===== src/rtl/lcd_timing_gen.sv =====
// lcd_timing_gen
//   Raster timing generator for the 800x480 parallel-RGB LCD. Produces the
//   x/y coordinates and valid flag consumed by the pixel pipeline, plus the
//   panel hsync/vsync/de signals and per-line / per-frame strobes.
//   Coordinates include sync + back porch, so the active area starts at
//   x = H_SYNC+H_BACK, y = V_SYNC+V_BACK.
//
// Ports
//   clk          in   pixel clock
//   rst          in   asynchronous, active-low reset
//   en           in   pixel-clock enable; counters advance only when high
//   x            out  horizontal coordinate, 0..H_TOTAL-1
//   y            out  vertical coordinate, 0..V_TOTAL-1
//   valid        out  timing locked and running (set at a frame boundary)
//   de           out  x/y inside the active area
//   hsync        out  horizontal sync, polarity per SYNC_ACTIVE_LOW
//   vsync        out  vertical sync, polarity per SYNC_ACTIVE_LOW
//   line_start   out  one-cycle strobe when x wraps to 0
//   frame_start  out  one-cycle strobe when x and y both wrap to 0
//   frame_cnt    out  frames since reset, modulo 2^16
//                     (present only when LCD_TIMING_FRAME_CNT_EN is defined)
//
// Optional feature macro: LCD_TIMING_FRAME_CNT_EN
//
// Every output is a register loaded from the decode of the *next* x/y, so
// sync, de and strobes always describe the same cycle as the x/y beside them.

module lcd_timing_gen #(
    parameter int H_ACTIVE        = 800,
    parameter int H_FRONT         = 40,
    parameter int H_SYNC          = 48,
    parameter int H_BACK          = 40,
    parameter int V_ACTIVE        = 480,
    parameter int V_FRONT         = 13,
    parameter int V_SYNC          = 3,
    parameter int V_BACK          = 29,
    parameter bit SYNC_ACTIVE_LOW = 1'b1
) (
    input  logic        clk,
    input  logic        rst,
    input  logic        en,
    output logic [10:0] x,
    output logic [9:0]  y,
    output logic        valid,
    output logic        de,
    output logic        hsync,
    output logic        vsync,
    output logic        line_start,
    output logic        frame_start
`ifdef LCD_TIMING_FRAME_CNT_EN
    ,
    output logic [15:0] frame_cnt
`endif
);

    localparam int H_TOTAL = H_ACTIVE + H_FRONT + H_SYNC + H_BACK;
    localparam int V_TOTAL = V_ACTIVE + V_FRONT + V_SYNC + V_BACK;
    localparam int H_START = H_SYNC + H_BACK;
    localparam int V_START = V_SYNC + V_BACK;

    localparam logic [10:0] H_LAST    = 11'(H_TOTAL - 1);
    localparam logic [9:0]  V_LAST    = 10'(V_TOTAL - 1);
    localparam logic [10:0] H_SYNC_X  = 11'(H_SYNC);
    localparam logic [9:0]  V_SYNC_Y  = 10'(V_SYNC);
    localparam logic [10:0] H_START_X = 11'(H_START);
    localparam logic [10:0] H_END_X   = 11'(H_START + H_ACTIVE);
    localparam logic [9:0]  V_START_Y = 10'(V_START);
    localparam logic [9:0]  V_END_Y   = 10'(V_START + V_ACTIVE);

    // Deasserted sync level equals SYNC_ACTIVE_LOW (high for an active-low panel).
    localparam logic SYNC_OFF = SYNC_ACTIVE_LOW;

    typedef enum logic {
        IDLE = 1'b0,
        RUN  = 1'b1
    } state_t;

    state_t state;

    // Map a logical "sync asserted" onto the panel pin level.
    function automatic logic sync_level(input logic asserted);
        return asserted ^ SYNC_ACTIVE_LOW;
    endfunction

    function automatic logic in_active(input logic [10:0] xv, input logic [9:0] yv);
        return (xv >= H_START_X) && (xv < H_END_X) &&
               (yv >= V_START_Y) && (yv < V_END_Y);
    endfunction

    logic        x_wrap;
    logic        frame_wrap;
    logic [10:0] x_nxt;
    logic [9:0]  y_nxt;

    always_comb begin
        x_wrap     = (x == H_LAST);
        frame_wrap = x_wrap && (y == V_LAST);
        x_nxt      = x_wrap ? 11'd0 : x + 11'd1;
        y_nxt      = y;
        if (x_wrap) begin
            y_nxt = (y == V_LAST) ? 10'd0 : y + 10'd1;
        end
    end

    always_ff @(posedge clk or negedge rst) begin
        if (!rst) begin
            x           <= '0;
            y           <= '0;
            de          <= 1'b0;
            hsync       <= SYNC_OFF;
            vsync       <= SYNC_OFF;
            line_start  <= 1'b0;
            frame_start <= 1'b0;
            state       <= IDLE;
            valid       <= 1'b0;
`ifdef LCD_TIMING_FRAME_CNT_EN
            frame_cnt   <= '0;
`endif
        end else if (en) begin
            x           <= x_nxt;
            y           <= y_nxt;
            hsync       <= sync_level(x_nxt < H_SYNC_X);
            vsync       <= sync_level(y_nxt < V_SYNC_Y);
            de          <= in_active(x_nxt, y_nxt);
            line_start  <= x_wrap;
            frame_start <= frame_wrap;
            // Lock only on a frame boundary so the pipeline never sees a
            // partial frame.
            case (state)
                IDLE: begin
                    if (frame_wrap) begin
                        state <= RUN;
                        valid <= 1'b1;
                    end
                end
                RUN: begin
                    state <= RUN;
                    valid <= 1'b1;
                end
                default: begin
                    state <= IDLE;
                    valid <= 1'b0;
                end
            endcase
`ifdef LCD_TIMING_FRAME_CNT_EN
            if (frame_wrap) begin
                frame_cnt <= frame_cnt + 16'd1;
            end
`endif
        end else begin
            // Stall: coordinates and decodes hold, strobes drop, lock is lost.
            line_start  <= 1'b0;
            frame_start <= 1'b0;
            state       <= IDLE;
            valid       <= 1'b0;
        end
    end

endmodule


===== config.mk =====
export PLATFORM = sky130hd
export DESIGN_NAME = lcd_timing_gen
export DESIGN_NICKNAME = d
export VERILOG_FILES = /design/src/rtl/lcd_timing_gen.sv
export SDC_FILE = /design/constraint.sdc
export NUM_CORES = 1
export LEC_CHECK = 0
export BUFFER_PORTS_ARGS = -buffer_cell sky130_fd_sc_hd__buf_2
export CAP_MARGIN = 5
export CORE_MARGIN = 5
export CORE_UTILIZATION = 40
export CTS_BUF_LIST = sky130_fd_sc_hd__clkbuf_4 sky130_fd_sc_hd__clkbuf_8 sky130_fd_sc_hd__clkbuf_16
export DETAILED_ROUTE_END_ITERATION = 8
export SLEW_MARGIN = 20
export SYNTH_ARGS = -nofsm -noshare
export SYNTH_HDL_FRONTEND = slang
export SYNTH_SLANG_ARGS = --single-unit

===== constraint.sdc =====
create_clock -name clk -period 2.6 [get_ports clk]
set_input_delay 0.13 -clock clk [delete_from_list [all_inputs] [get_ports clk]]
set_output_delay 0.13 -clock clk [all_outputs]
set_load 0.1 [all_outputs]

## Word-level counts from Yosys, hierarchy flattened

Cells that the tools add are included.

| storage, ports and cells | value |
|---|---|
| input bits | 3 |
| register bits after elaboration | 28 |

| operators by class | value |
|---|---|
| magnitude comparators | 6 |
| equality and inequality tests | 3 |
| add/subtract/negate cells | 2 |
| bitwise gates (word level) | 3 |
| multiplexer cells | 11 |
| reductions and logical operators | 4 |

Operators with widths:

| cell | number |
|---|---|
| 10-bit two-way mux | 2 |
| 11-bit by 1-bit adder with 11-bit output, second input constant | 1 |
| 11-bit by 10-bit equality test with 1-bit output, second input constant | 1 |
| 11-bit by 7-bit greater-or-equal comparator with 1-bit output, second input constant | 1 |
| 11-bit by 10-bit less-than comparator with 1-bit output, second input constant | 1 |
| 11-bit by 6-bit less-than comparator with 1-bit output, second input constant | 1 |
| 11-bit two-way mux | 1 |
| 10-bit by 1-bit adder with 10-bit output, second input constant | 1 |
| 10-bit equality test, second input constant | 1 |
| 10-bit by 6-bit greater-or-equal comparator with 1-bit output, second input constant | 1 |
| 10-bit less-than comparator, second input constant | 1 |
| 10-bit by 2-bit less-than comparator with 1-bit output, second input constant | 1 |
| 1-bit two-way mux | 6 |
| 1-bit logical AND | 4 |
| 1-bit case mux with 2 select lines | 2 |
| 3-bit inequality test, second input constant | 1 |
| 1-bit NOT | 3 |

## Longest topological paths before layout

Gate-level depths: netlist of the first run.

| logic depth | value |
|---|---|
| depth in word-level cells | 6 |
| depth in mapped cells | 10 |
| gate-level depth less buffers | 8 |

## Least setup slack after synthesis of the first run

OpenSTA, ideal clock, no wires.

| timing | value |
|---|---|
| path kind | flip-flop to flip-flop |
| start point | reg x[0] |
| end point | reg de |
| data required time | 2.496 ns |
| slack | -0.247 ns |
| path buffers | 1 |
| clock period less this slack | 2.847 ns |
| cell stages (with the launch flop) | 9 |
| arrival | 2.743 ns |
| library setup time | 0.104 ns |
| path through | dfrtp_1 -> ha_1 -> and4_1 -> buf_4 -> nand4_1 -> xor2_1 -> o211ai_1 -> and4bb_2 -> o41ai_2 |

| between the ends | value |
|---|---|
| word-level cells in the longest chain between the ends | 6 |
| elaborated cells on any way between the ends | 11 |

RTL lines:

| what | RTL line | RTL |
|---|---|---|
| start: declaration | 42 | `output logic [10:0] x,` |
| start signal: assignment | 120 | `x <= x_nxt;` |
| 11-bit by 1-bit adder with 11-bit output or 11-bit by 10-bit equality test with 1-bit output (tied branches) | 98, 96 |  |
| 11-bit two-way mux | 98 | `x_nxt = x_wrap ? 11'd0 : x + 11'd1;` |
| 11-bit by 7-bit greater-or-equal comparator with 1-bit output or 11-bit by 10-bit less-than comparator with 1-bit output (tied branches) | 86 | `return (xv >= H_START_X) && (xv < H_END_X) &&` |
| 1-bit logical AND (2 in a row) | 86 |  |
| 1-bit logical AND (*) | 87 | `(yv >= V_START_Y) && (yv < V_END_Y);` |
| end signal: assignment | 124 | `de <= in_active(x_nxt, y_nxt);` |
| end: declaration | 45 | `output logic de,` |

Mark *: on every way between the ends. The rest lies on a longest branch, timed or not.
A chain may end at the register's enable or synchronous reset.

## Worst setup path in the final report of the first run

Same ends and word-level chain as after synthesis.

==> results of run 1 <==
metrics by stage:
| stage | util (%) | cell area (µm²) | worst slack (ns) | std cells |
|---|---|---|---|---|
| after floorplan | - | 1870 | 0.0295 | 218 |
| after global placement | 46.3 | 2060 | 0.325 | 291 |
| after detailed placement | 46.3 | 2060 | 0.248 | 291 |
| final | 47.6 | 2110 | 0.236 | 296 |
| after CTS | 47.6 | 2110 | 0.233 | 296 |
| after global routing | 47.6 | 2110 | 0.0193 | 296 |
final timing paths:
path	end	slack (ns)	cells past startpoint
setup reg to reg	de	0.24	7
min in group asynchronous	x[2]	0.39	2
hold reg to reg	x[4]	0.48	1
hold / removal	hsync	0.26	3
max in group asynchronous	y[0]	1.76	2
setup / recovery	de	0.24	7
worst max-delay path, cell delays in order, from the launching register on:
cell and delay [ns]:
dfrtp_2 0.42, ha_1 0.29, and4_1 0.25, and3_1 0.45
nand4_4 0.14, mux2_4 0.33, nor4_4 0.26, o41ai_2 0.12
power by group through the flow:
stage                     Combinational (µW)  Clock (µW)  Sequential, µW
after floorplan                          229           0             871
after global placement                   638           0             574
after detailed placement                 640           0             578
after CTS                                642         272             568
after global routing                     674         291             581
final                                    638         264             568
metal layers:
metal  up-vias  routed length [µm]  share of wire (%)
met5         -                   0                  0
met1       779                2110                 47
met3         6                 190                4.2
li1        836                   -                  -
met4         0                  38               0.84
met2        43                2190                 48
synthesized netlist by cell type, drive strengths merged (2+ instances only):
master  number  area share, %
o31ai        5            2.0
mux2         2            1.4
a211oi       4            1.6
a31oi        3            1.0
nor3         2           0.54
nand2       27            5.4
nand3       14            3.8
buf         10            3.9
o21ai       24            6.4
and4         3            1.4
or4          2           0.80
nand4       10            4.2
o211ai       3            1.2
nor4b        2            1.7
xnor2        7            3.3
a21oi       13            3.5
dfrtp       26             35
clkbuf       8            1.6
and2         4            1.3
nor2        17            3.4
dfstp        2            2.8
xor2         2           0.94
and3         2           0.67
ha           4            2.7
inv          8            1.6
placed cells by master (no fill, tap or decap), drive strengths merged, types with 2 or more instances in the layout:
cell type / synthesis / layout
o21ai: 24 / 24
dfrtp: 26 / 26
nand2: 27 / 27
a21oi: 13 / 13
mux2: 2 / 2
a31oi: 3 / 3
xor2: 2 / 2
ha: 4 / 4
nor2: 17 / 17
xnor2: 7 / 7
dfstp: 2 / 2
nor4b: 2 / 2
clkbuf: 8 / 4
a211oi: 4 / 4
or4: 2 / 2
o31ai: 5 / 5
nand4: 10 / 10
nor3: 2 / 2
inv: 8 / 8
and2: 4 / 4
nand3: 14 / 14
o211ai: 3 / 3
and3: 2 / 2
buf: 10 / 39
and4: 3 / 3
kinds of logic after synthesis:
family          after synthesis  synth area share [%]
xor+xnor                      9                  4.23
fa+ha+maj                     4                  2.68
mux                           3                  1.94
compound gates               59                  19.5
flops                        28                  37.7
simple gates                 89                  26.9
buf+inv                      26                  7.11
layout make-up:
class	instances	area, µm²
fillers	451	2330
inverters	8	30.0
well taps	52	65.1
repair buffers	40	230
clock buffers	4	48.8
flip-flops and latches	28	711
multi-input cells	164	1030
sequential cells by signal, indices dropped and copies added, names as in the netlist:
register / cells
x: 11
de: 1
hsync: 1
frame_start: 1
state: 1
y: 10
valid: 1
vsync: 1
line_start: 1
==> run metrics, run 1 <==
run status=finished, final reports clean; Worst VDD drop=0.434 mV; wire length of the first global-routing pass=7900 µm; post-cts hold buffer count=1; final count of negative-setup-slack endpoints=0; Cell Rows=24; summed instance area of the synthesized netlist=0.00187 mm²; power density cells=695 mW/mm²; H-tree levels=1; cell at the root of the clock tree=clkbuf_8; Skew-Pair Late Insertion Delay=0.28 ns; count of synthesis-stage warnings from yosys=0; Congestion Overflow GR=0; vias in the first global route=1698; relative contribution of combinational cells to total power=43.4%; drt via density=about 5.6; register area share after synthesis=37.7%; remaining design rule violation count=0; max-cap check violation count=0; Sinks on Clock Net=28; Total Neg Setup Slack=0 ns; Syn Area/Cell=8.56 µm²; initial core utilization=42.0%; maximum frequency from static timing analysis=approximately 0.42 GHz; number of antenna violations at the first check in global routing=0; post-CTS sizing=0; Routed WL=about 4500 µm; clock power share=between 10% and 20%; minimum hold slack=0.256 ns; Worst Max-Slew Pin Slew=0.627 ns; largest net degree at the start of global routing=29; Sequential Power Share=38.6%; kind of capture point of the worst setup path=register; first-iteration detailed-routing DRC count=between 100 and 150; tightest slew margin relative to the limit=58.2%; number of buffers on the longest clock path=2; count of mapped cells out of synthesis=218; Ports=30; kind of start point of the critical path=register; worst clock skew=0.00748 ns; count of antenna-violating nets left after detailed routing=0; Hold Violations, Final=0; per-cell routed wire length=15.3 µm; Die Footprint=0.00613 mm²; Cell variety after synth=45; class of the tightest hold or removal check=in2reg; RSZ-0062 raised after global routing=false; antenna cells=0; count of buffers inserted at the top-level ports=29; Layout area overhead=13.3%; Required @ worst endpoint=2.77 ns; leakage power summed over all cells=just over 0.0009 µW; top_reg_cell synth=dfrtp_1; number of search-and-repair iterations in the first detailed-routing pass=4; net count of the finished layout=roughly 250; Power Internal=749 µW; launch instance of the worst register-to-register path=x[0]; Setup Crit Path Kind=reg2reg; max-slew violation total from the final report=0; chip width=78.3 µm; Critical path origin=x[0]; placeable core area=0.00444 mm²; GR met3 Demand/Resource=2.86%; nets in the synthesized netlist=~230; count of flip-flops with a built-in enable after synthesis=0; worst-path fanout max=12; switching pwr=721 µW; power after layout=1470 µW; GR Util met1=20.0%; total routing usage reported by global routing=15.7%; RD Place Congestion=0.827; most used routing layer in global routing=met2; Data arrival, critical path=approximately 2.5 ns; postcts setup bufs=0; Synth async-reset ratio=between 90% and 100%; placed wire-length estimate=3280 µm; net switching share of the total power=49.0%; overall die height=around 78 µm; via count of the routed design=1664; number of register bits inferred by synthesis=28; global-route met2 utilization=27.9%; clock buffer count from CTS=3; launch point of the worst hold path=en; ratio of final minimum period to clock period=90.9%; share of layout cells above drive strength 1=23.8%; minimum period implied by the final worst setup slack=between 2 and 2.5 ns; Clk pin slew, worst setup/hold paths=0.11 ns; CTS tree=done
Power figures use the tool's default switching activity.
==> inputs of run 2 (changes only) <==
--- a/config.mk
+++ b/config.mk
@@ -12,4 +12,5 @@
 export CTS_BUF_LIST = sky130_fd_sc_hd__clkbuf_4 sky130_fd_sc_hd__clkbuf_8 sky130_fd_sc_hd__clkbuf_16
 export DETAILED_ROUTE_END_ITERATION = 8
+export GPL_ROUTABILITY_DRIVEN = 0
 export SLEW_MARGIN = 20
 export SYNTH_ARGS = -nofsm -noshare
==> constraint.sdc (replaced) <==
create_clock -name clk -period 2.6 [get_ports clk]
set_input_delay 0.52 -clock clk [delete_from_list [all_inputs] [get_ports clk]]
set_output_delay 0.52 -clock clk [all_outputs]
set_load 0.1 [all_outputs]
==> run 2 against run 1 <==
Against the previous run: combinational power about the same; critical path depth unchanged; non-clock buffer count unchanged; largest cell class unchanged; clock power up 8.0%; power up 1.4%; via count up 0.48%; global-route usage up 0.23 points; wire length up 2.0%; clock-buffer cell count unchanged; clock skew up 0.0046 ns.
==> run metrics, run 2 (synthesis gave the netlist of run 1 again) <==
Ports=30 (unchanged); net count of the finished layout=252 (unchanged); per-cell routed wire length=15.6 µm (+2.0%); Critical path origin=x[0]; vias in the first global route=1655 (-2.5%); minimum period implied by the final worst setup slack=2.37 ns (+0.00843 ns); core utilization of the finished layout=47.7% (+0.084 points); number of search-and-repair iterations in the first detailed-routing pass=4 (unchanged); flip-flop count of the largest register, all copies and words added=11 (unchanged); H-tree levels=1 (unchanged); max-slew violation total from the final report=0 (unchanged); Data arrival, critical path=2.55 ns (+0.02 ns); tightest slew margin relative to the limit=58.5% (+0.28 points); total routing usage reported by global routing=15.9% (+0.23 points); ordered list of cells on the worst path=ha_1 > and4_1 > and3_1 > nand4_4 > mux2_4 > nor4_4 > o41ai_2; register containing the most flip-flops in the final layout=x; wire length of the first global-routing pass=7960 µm (+0.78%); RSZ-0062 raised after global routing=false; Clk pin slew, worst setup/hold paths=0.11 ns (about the same); CTS tree=done; most frequent cells in the layout=buf_2, nand2_1, o21ai_0; chip width=78.3 µm (unchanged); Sinks on Clock Net=28 (unchanged); ratio of final minimum period to clock period=91.2% (+0.32 points); Hold Violations, Final=0 (unchanged); clock buffer count from CTS=3 (unchanged); overall die height=78.3 µm (unchanged); antenna cells=0 (unchanged); final count of negative-setup-slack endpoints=0 (unchanged); termination of the worst setup path=de; Layout area overhead=13.5%; largest registers=x (11), y (10); postcts setup bufs=0 (unchanged); Congestion Overflow GR=0 (unchanged); power density cells=704 mW/mm² (+1.2%); kind of capture point of the worst setup path=register; CP max-delay cell=and3_1; setup slack of the worst register-to-register path=0.23 ns (about the same); leading cell type in the layout, fill and taps excluded=buf_2; Total Neg Setup Slack=0 ns (unchanged); drt via density=5.65 (+0.48%); cell at the root of the clock tree=clkbuf_8; CP top delay family=simple AND/OR/NAND/NOR gates; remaining design rule violation count=0 (unchanged); slowest cell delay on critical path=0.45 ns (about the same); CP Depth=7 (unchanged); number of buffers on the longest clock path=2 (unchanged); first-iteration detailed-routing DRC count=82 (-32%); Cell Rows=24 (unchanged); Routed WL=4630 µm (+2.0%); max-cap check violation count=0 (unchanged); via count of the routed design=1672 (+0.48%); reg-to-reg critical path endpoint=de; count of buffering cells on the critical path with inverters included=0 (unchanged); count of buffers inserted at the top-level ports=29 (unchanged); Worst VDD drop=0.410 mV (-5.6%); Required @ worst endpoint=2.77 ns (about the same); worst-path fanout max=12 (unchanged); count of antenna-violating nets left after detailed routing=0 (unchanged); run status=finished, final reports clean; FF-to-FF path depth=7 (unchanged); kind of start point of the critical path=register; Setup Crit Path Kind=reg2reg; worst clock skew=0.0121 ns (+0.00459 ns); initial core utilization=42.0% (unchanged); placed wire-length estimate=3360 µm (+2.6%); placeable core area=0.00444 mm² (unchanged); post-cts hold buffer count=0 (-1); class of the tightest hold or removal check=in2async; post-CTS sizing=0 (unchanged); Die Footprint=0.00613 mm² (unchanged); largest net degree at the start of global routing=29 (unchanged); share of layout cells above drive strength 1=24.2% (+0.41 points); filler cell count in the final layout=451 (unchanged); launch instance of the worst register-to-register path=x[0]; maximum frequency from static timing analysis=0.422 GHz (-0.36%); Worst Max-Slew Pin Slew=0.623 ns (-0.00423 ns); leakage power summed over all cells=0.000918 µW (+0.35%); Skew-Pair Late Insertion Delay=0.29 ns (about the same); number of antenna violations at the first check in global routing=0 (unchanged)
## run 2: layer usage
layer,GRT usage (%),vias up,routed length (µm)
met1,19.1,808,2090
met3,3.09,2,166
met5,0,-,0
li1,-,835,-
met4,3.15,0,24
met2,29.6,27,2350
## run 2: per-stage QoR
stage / worst slack [ns] / hold slack (ns) / cells / instance area (µm²) / total power [µW]
3_5_place_dp: 0.243 / 0.467 / 292 / 2060 / 1220
4_1_cts: 0.227 / 0.269 / 296 / 2120 / 1510
5_1_grt: 0.0726 / 0.309 / 296 / 2120 / 1570
6_report: 0.228 / 0.235 / 296 / 2120 / 1490
2_1_floorplan: 0.0295 / 0.224 / 218 / 1870 / 1100
3_3_place_gp: 0.328 / 0.461 / 292 / 2060 / 1210
## run 2: layout make-up
cell class / count / area, µm² / share of cell area, %
repair buffers: 40 / 228 / 10.8
clock buffers: 4 / 55.1 / 2.60
well taps: 52 / 65.1 / 3.07
flip-flops and latches: 28 / 711 / 33.5
inverters: 8 / 30.0 / 1.42
multi-input cells: 164 / 1030 / 48.6
## run 2: worst min path at each step
stage / from / endpoint / slack (ns) / cells past startpoint
4_1_cts: rst / x[2] / 0.27 / 1
6_report: rst / x[8] / 0.23 / 1
3_5_place_dp: x[4] / x[4] / 0.47 / 1
5_1_grt: rst / line_start / 0.31 / 1
2_1_floorplan: rst / de / 0.22 / 0
3_3_place_gp: x[4] / x[4] / 0.46 / 1
## run 2: power breakdown
part	total, µW	switching (µW)	internal [µW]
combinational	637	495	142
sequential	569	81.8	487
clock	285	149	136
